==> src/rtl/adc_pkg.sv <==
// Shared types for the ADC sample averaging path.
// Provides sample width, sample type and the averager FSM state encoding.
package adc_pkg;

    localparam int ADC_DATA_WIDTH = 12;

    typedef logic [ADC_DATA_WIDTH-1:0] sample_t;

    typedef enum logic {
        FILL = 1'b0,
        RUN  = 1'b1
    } avg_state_t;

endpackage

==> src/rtl/sample_ring_buffer.sv <==
// N-deep circular sample buffer with a wrapping write pointer.
// Ports: clk_i, rst_ni (async), clr_i (ptr to 0), wr_en_i, wr_data_i,
//        rd_data_o (combinational: entry about to be overwritten).
module sample_ring_buffer import adc_pkg::*; #(
    parameter int DW = ADC_DATA_WIDTH,
    parameter int AW = 8
) (
    input  logic          clk_i,
    input  logic          rst_ni,
    input  logic          clr_i,
    input  logic          wr_en_i,
    input  logic [DW-1:0] wr_data_i,
    output logic [DW-1:0] rd_data_o
);

    localparam int DEPTH = 1 << AW;

    logic [DW-1:0] mem_q [DEPTH];
    logic [AW-1:0] wr_ptr_q;

    // Oldest entry sits at the write pointer once the window is full.
    assign rd_data_o = mem_q[wr_ptr_q];

    always_ff @(posedge clk_i or negedge rst_ni) begin
        if (!rst_ni) begin
            wr_ptr_q <= '0;
        end else if (clr_i) begin
            wr_ptr_q <= '0;
        end else if (wr_en_i) begin
            wr_ptr_q <= wr_ptr_q + AW'(1);
        end
    end

    // Storage is not reset; contents are only read after being written.
    always_ff @(posedge clk_i) begin
        if (wr_en_i && !clr_i) begin
            mem_q[wr_ptr_q] <= wr_data_i;
        end
    end

endmodule

==> src/rtl/adc_sample_averager.sv <==
// Moving average over the last 2^LOG2_N ADC samples, truncated.
// Ports: clock, async reset, sample strobe/data, clear; average + strobe,
//        window_full flag and saturating sample count.
module adc_sample_averager import adc_pkg::*; #(
    parameter int DATA_WIDTH = ADC_DATA_WIDTH,
    parameter int LOG2_N     = 8
) (
    input  logic                  MAX10_CLK1_50,
    input  logic                  reset_n,
    input  logic                  response_valid_in,
    input  logic [DATA_WIDTH-1:0] ADC_in,
    input  logic                  clear,
    output logic [DATA_WIDTH-1:0] avg_out,
    output logic                  avg_valid,
    output logic                  window_full,
    output logic [LOG2_N:0]       sample_count
);

    localparam int SUM_W = DATA_WIDTH + LOG2_N;
    localparam logic [LOG2_N:0] N_CNT = {1'b1, {LOG2_N{1'b0}}};

    avg_state_t            state_q;
    logic [SUM_W-1:0]      sum_q, sum_d;
    logic [LOG2_N:0]       count_q, count_d;
    logic [DATA_WIDTH-1:0] avg_q;
    logic                  avg_valid_q;
    logic                  full_q;
    logic [DATA_WIDTH-1:0] oldest;
    logic                  accept;

    // clear wins over a simultaneous sample
    assign accept = response_valid_in && !clear;

    sample_ring_buffer #(
        .DW (DATA_WIDTH),
        .AW (LOG2_N)
    ) u_ring (
        .clk_i     (MAX10_CLK1_50),
        .rst_ni    (reset_n),
        .clr_i     (clear),
        .wr_en_i   (accept),
        .wr_data_i (ADC_in),
        .rd_data_o (oldest)
    );

    // Sum never exceeds N*(2^DW-1) and never drops below zero, since the
    // evicted sample is always part of the current sum.
    always_comb begin
        sum_d   = sum_q + SUM_W'(ADC_in);
        count_d = count_q + (LOG2_N + 1)'(1);
        if (state_q == RUN) begin
            sum_d = sum_d - SUM_W'(oldest);
        end
    end

    always_ff @(posedge MAX10_CLK1_50 or negedge reset_n) begin
        if (!reset_n) begin
            state_q     <= FILL;
            sum_q       <= '0;
            count_q     <= '0;
            avg_q       <= '0;
            avg_valid_q <= 1'b0;
            full_q      <= 1'b0;
        end else begin
            avg_valid_q <= 1'b0;
            if (clear) begin
                state_q <= FILL;
                sum_q   <= '0;
                count_q <= '0;
                avg_q   <= '0;
                full_q  <= 1'b0;
            end else if (accept) begin
                sum_q <= sum_d;
                unique case (state_q)
                    FILL: begin
                        count_q <= count_d;
                        if (count_d == N_CNT) begin
                            state_q     <= RUN;
                            full_q      <= 1'b1;
                            avg_q       <= sum_d[SUM_W-1:LOG2_N];
                            avg_valid_q <= 1'b1;
                        end
                    end
                    RUN: begin
                        avg_q       <= sum_d[SUM_W-1:LOG2_N];
                        avg_valid_q <= 1'b1;
                    end
                    default: begin
                        state_q <= FILL;
                    end
                endcase
            end
        end
    end

    assign avg_out      = avg_q;
    assign avg_valid    = avg_valid_q;
    assign window_full  = full_q;
    assign sample_count = count_q;

endmodule

==> config.mk <==
export PLATFORM = sky130hd
export DESIGN_NAME = adc_sample_averager
export DESIGN_NICKNAME = d
export VERILOG_FILES = /design/src/rtl/adc_pkg.sv /design/src/rtl/sample_ring_buffer.sv /design/src/rtl/adc_sample_averager.sv
export SDC_FILE = /design/constraint.sdc
export NUM_CORES = 2
export LEC_CHECK = 0
export ABC_AREA = 1
export CORE_MARGIN = 4
export CORE_UTILIZATION = 30
export CTS_CLUSTER_DIAMETER = 30
export DETAILED_ROUTE_END_ITERATION = 10
export GPL_ROUTABILITY_DRIVEN = 1
export GPL_TIMING_DRIVEN = 0
export PLACE_DENSITY = 0.47
export REMOVE_ABC_BUFFERS = 1
export SETUP_SLACK_MARGIN = 0.2
export SYNTH_ARGS = -nofsm -noshare
export SYNTH_HDL_FRONTEND = slang
export SYNTH_SLANG_ARGS = --single-unit
==> constraint.sdc <==
create_clock -name MAX10_CLK1_50 -period 9.5 [get_ports MAX10_CLK1_50]
set_clock_uncertainty 0.05 [all_clocks]
set_input_delay 1.9 -clock MAX10_CLK1_50 [delete_from_list [all_inputs] [get_ports MAX10_CLK1_50]]
set_output_delay 1.9 -clock MAX10_CLK1_50 [all_outputs]
set_load 0.005 [all_outputs]
Word level (Yosys, flattened, before mapping)
Memories as Yosys holds them, arrays and structs flattened.
Index checks and enable logic that the tools add are counted.

word-level totals
  ROM bits = 0
  register bits = 52
  memories kept = 1
  bits in latches = 0
  bits in writable memories = 3,072

operators by class
  multiply operators = 0
  divide/modulo/power cells = 0
  reduce and logical (&&, ||, !) cells = 8
  order comparisons = 0
  shifts and indexed selects = 0
  equality and inequality tests = 3
  muxes and demuxes = 25
  add/sub/neg operators = 4
  bitwise operators = 1

memories
  memory        words  width  read ports  clocked after memory_dff  write ports  RTL line                  text
  u_ring.mem_q  256    12     1           0                         1            sample_ring_buffer.sv:18  logic [DW-1:0] mem_q [DEPTH];

operators with widths
  kind                 count
  $mux 20              3
  $mux 12              3
  $mux 9               3
  $pmux 12 s2          1
  $add 20x12->20       1
  $sub 20x12->20       1
  $mux 8               2
  $mux 1               12
  $add 9x1->9 const B  1
  $eq 9x9->1 const B   1
  $add 8x1->8 const B  1
  $reduce_and 2->1     2
  $reduce_bool 2->1    2
  $ne 3x3->1 const B   1
  $reduce_and 3->1     1
  $logic_and 1x1->1    2
  $ne 2x2->1 const B   1
  $pmux 1 s2           1
  $logic_not 1->1      1
  $not 1->1            1

Depth between registers and ports, before layout
  word-level depth = 7
  depth in mapped cells = 30

Cells and area by module
From an unflattened synthesis, not the netlist that was laid out.

second synthesis, totals
  cells, all modules = 13,082
  area, all modules = 133,870.9 um^2

by module, submodules not included
  module               seq. area each (um^2)  area each (um^2)  times used  cells an instance
  sample_ring_buffer   92,448.7               130,161.1         1           12,528
  adc_sample_averager  1,101.1                3,709.8           1           554

Worst setup path after synthesis
Ideal clock, no wire load.

  path type = input to register
  from = input response_valid_in
  to = memory u_ring.mem_q[184][0] in the netlist's numbering (enable)
  path slack = 5,023 ps
  arrival = 4,014 ps
  stages = 6
  buffers on the path = 2
  data required time = 9,038 ps
  cell sequence = buf_2 > inv_1 > nor2_1 > buf_2 > nand2_1 > nor4_1

between the ends
  longest elaborated chain between the ends = 4

RTL lines
  what                          RTL line                   text
  start, declared               adc_sample_averager.sv:10  input logic response_valid_in,
  $logic_and 1x1->1             adc_sample_averager.sv:32  assign accept = response_valid_in && !clear;
  $logic_and 1x1->1             sample_ring_buffer.sv:36   if (wr_en_i && !clr_i) begin
  $mux 1                        sample_ring_buffer.sv:36
  $mux 1 (not written as such)  sample_ring_buffer.sv:37   mem_q[wr_ptr_q] <= wr_data_i;
  end, declared                 sample_ring_buffer.sv:18

No other way between the ends.

Worst setup path in the final report
  from = register u_ring.wr_ptr_q[0]
  to = register avg_q[8], in the netlist avg_out[8]

between the ends
  longest elaborated chain between the ends = 7

RTL lines
  what                    RTL line                   text
  start, declared         sample_ring_buffer.sv:19   logic [AW-1:0] wr_ptr_q;
  start signal, assigned  sample_ring_buffer.sv:30   wr_ptr_q <= wr_ptr_q + AW'(1);
  $mem_v2 256x12 (*)      --
  $sub 20x12->20 (*)      adc_sample_averager.sv:52  sum_d = sum_d - SUM_W'(oldest);
  $mux 20 (*)             adc_sample_averager.sv:51  if (state_q == RUN) begin
  $mux 12                 adc_sample_averager.sv:77  if (count_d == N_CNT) begin
  $pmux 12 s2 (*)         adc_sample_averager.sv:74  unique case (state_q)
  $mux 12 (*)             adc_sample_averager.sv:72  end else if (accept) begin
  $mux 12 (*)             adc_sample_averager.sv:66  if (clear) begin
  end signal, assigned    adc_sample_averager.sv:80  avg_q <= sum_d[SUM_W-1:LOG2_N];
  end signal, assigned    adc_sample_averager.sv:85  avg_q <= sum_d[SUM_W-1:LOG2_N];
  end, declared           adc_sample_averager.sv:25  logic [DATA_WIDTH-1:0] avg_q;

Mark *: on every way between the ends. The rest lies on a longest branch, timed or not. The select of a mux whose other input is x is not followed.
A chain may end at the register's enable or synchronous reset.

==> flow_summary.json <==
{
  "synth_seq_cells": 3124,
  "drtIter0Drc": 8079,
  "cts.sinks": 3124,
  "synth_edf_count": 3072,
  "vdd_drop_max_mv": 0.172,
  "hold_buffers": 0,
  "grt_pass1_vias": 79232,
  "hp-class": "reg -> reg",
  "layout_setup_ws_ns": 1.66,
  "crit_path_start": "u_ring.wr_ptr_q[0]",
  "synth.area.top_cells": "edfxtp_1 74%, o21ai_0 6.0%, nor2_1 5.9%, o22ai_1 3.7%, nand2_1 3.0%",
  "async_flop_share": 0.0166,
  "rsz0062_at_grt": "false",
  "power_density_nw_per_um2": 265,
  "fillCellCount": 38596,
  "ant_nets": 0,
  "seq_area_frac_synth": 0.752,
  "grt_max_degree": 228,
  "antenna_found_initial": 27,
  "cp_slowest_cell": "dfrtp_4",
  "finalHoldViolCount": 0,
  "critical_path_arrival_ns": 8.70,
  "critPathMaxStageDelay_ns": 0.95,
  "placed_cell_area_um2": 132000,
  "cp_max_fo": 213,
  "rows": 236,
  "area_delta_synth_final_pct": 25.1,
  "grt_use_total": 0.180,
  "finalInstanceArea_um2": 156000,
  "pwr-share-seq": 0.370,
  "crit_top_cell": "nand2_1",
  "routed_wirelength_mm": 399,
  "yosys-top-cells-count": "3072 x edfxtp_1, 1941 x nor2_1, 1485 x o21ai_0",
  "yosys.cell_count.top_type": "edfxtp_1",
  "io_buffers": 38,
  "synth_top_cell_by_area": "edfxtp_1",
  "crit_type": "reg -> reg",
  "slew_viol_final": 0,
  "start_kind": "register",
  "nets": 9979,
  "finalSetupTns_ns": 0,
  "pre_cts_slack_ns": 1.86,
  "fp.dieW_um": 652,
  "synth_top_area_frac": 0.742,
  "io_pins": 39,
  "coreArea_um2": 413000,
  "synth-warning-count": 0,
  "r2r_end": "avg_out[8]",
  "max_cap_viol_count": 0,
  "critPathCaptureType": "register",
  "relSlewSlack": 0.0171,
  "htreeDepth": 6,
  "syn_inst": 9720,
  "status": "complete, no violations",
  "dr.pass1.iters": 5,
  "max_freq_mhz": 128,
  "power_switching_mw": 9.43,
  "synth_cell_types": 47,
  "power.clock.fraction": 0.574,
  "worstMarginPinSlew_ns": 1.47,
  "cp-endpoint": "avg_out[8]",
  "initial_core_util": 0.301,
  "cts_resized": 0,
  "wl_per_cell_um": 24.9,
  "period_minus_slack_ns": 7.84,
  "clk-insertion-delay-late_ns": 1.03,
  "cts_setup_buffers": 0,
  "drc": 0,
  "drive_gt1_frac": 0.121,
  "layout.cells.non_filler": 15993,
  "ys.flop_type": "edfxtp_1",
  "rrSetupSlack_ns": 1.66,
  "die-area_um2": 425000,
  "cp.required_ns": 10.36,
  "syn_area_um2": 124000,
  "intPower_mw": 31.8,
  "dp_cells": 14713,
  "place_congestion": 0.794,
  "grt_pass1_wl_mm": 566,
  "post-route-period-util": 0.825,
  "crit_chain": "buf_16, inv_16, buf_16, buf_16, o21ai_0, o22ai_1, nand2_1, a41oi_1, nor2_1, nand3_1, nor2_1, ha_1, a21oi_1, o21ai_0, nand2_1, o2111ai_1, nand2_1, nand2_1, nor2_1, nand2_1, nand2_1, nand3_1, o21ai_0",
  "dp_hpwl_mm": 227,
  "pwr-share-comb": 0.056,
  "setup_viol": 0,
  "grt_overflow_total": 0,
  "vias_per_cell": 5.12,
  "utilization": 0.377,
  "path_clk_slew_ns": 0.04,
  "root_buffer": "clkbuf_16",
  "min_from": "avg_out[0]",
  "r2r.worst_path.cells": 23,
  "numCtsBuffers": 685,
  "cts_max_path_buffers": 4,
  "p_leak_nw": 51.5,
  "vias": 81926,
  "cts_tree": "built",
  "r2r-start": "u_ring.wr_ptr_q[0]",
  "postSynthAreaPerCell_um2": 12.8,
  "die_height_um": 652,
  "p_sw_frac": 0.229
}
## flip-flops by register name, summed over array words and instances (netlist names)
signal and count:
sample_count 9, sum_q 20, state_q 1, u_ring.mem_q 3072, window_full 1, avg_valid 1
u_ring.wr_ptr_q 8, avg_out 12
## worst max-delay path, delay by kind of cell, from the launching register on
kind                     cells  cell delay [ns]
AND/OR/NAND/NOR             11             2.09
AO/OA/AOI/OAI                7             2.00
buffers and inverters        4             1.31
flip-flops                   1             0.95
adder cells (fa/ha/maj)      1             0.33
## how the worst min path moves through the flow
| stage | to | slack [ns] | depth (start not counted) |
|---|---|---|---|
| finish | avg_out[0] | 0.43 | 2 |
| global route | sum_q[9] | 0.45 | 2 |
| CTS | avg_out[10] | 0.44 | 2 |
| detailed placement | avg_out[10] | 0.43 | 2 |
| global placement | avg_out[4] | 0.41 | 2 |
| floorplan | sum_q[11] | 0.40 | 2 |
## routing by layer
metal  track usage  up-vias  share of wire
li1              -    36528              -
met3        0.0366      582          0.073
met1         0.247    41787           0.43
met4        0.0583        4          0.029
met2         0.286     3025           0.47
met5             0        -       0.000053
## power groups by stage
stage	combinational, mW	clock [mW]	sequential (mW)
floorplan	1.38	0	15.6
global placement	2.42	0	15.9
detailed placement	2.32	0	15.5
CTS	2.33	23.9	15.2
global route	2.54	24.6	15.2
finish	2.32	23.6	15.2
## final cells by class
class	instances	area (µm²)	area share
Timing Repair Buffer	175	3690	0.0237
Clock buffer	782	17600	0.113
Clock inverter	484	5790	0.0372
Inverter	127	505	0.00325
Antenna cell	8	20.0	0.000129
Sequential cell	3124	93600	0.601
Multi-Input combinational cell	5819	27500	0.177
Tap cell	5474	6850	0.0440
## cells in the final DEF (no fill, tap or decap), types with 77 or more instances in the layout
cell type / instances
nand2_1: 1005
clkbuf_1: 90
nand4_1: 83
o21ai_1: 189
clkinv_1: 125
clkbuf_16: 691
a21oi_1: 96
buf_16: 88
inv_1: 112
nor2_1: 1918
o22ai_1: 739
o21ai_0: 1481
clkinvlp_4: 77
clkinv_2: 114
edfxtp_1: 3072
bufinv_16: 95
## kinds of logic after synthesis
family | after synthesis | share of synthesized area
DFF | 3124 | 0.752
AOI/OAI and AO/OA | 2635 | 0.117
adders and majority gates | 31 | 0.00324
buffers and inverters | 777 | 0.0285
xor gates and xnor gates | 18 | 0.00127
and+or+nand+nor | 3135 | 0.0977
## metrics by stage
stage	power [mW]	hold WS [ns]
CTS	41.5	0.436
detailed placement	17.8	0.426
floorplan	17.0	0.403
global route	42.4	0.452
global placement	18.3	0.411
finish	41.2	0.431
Power figures use the tool's default switching activity.
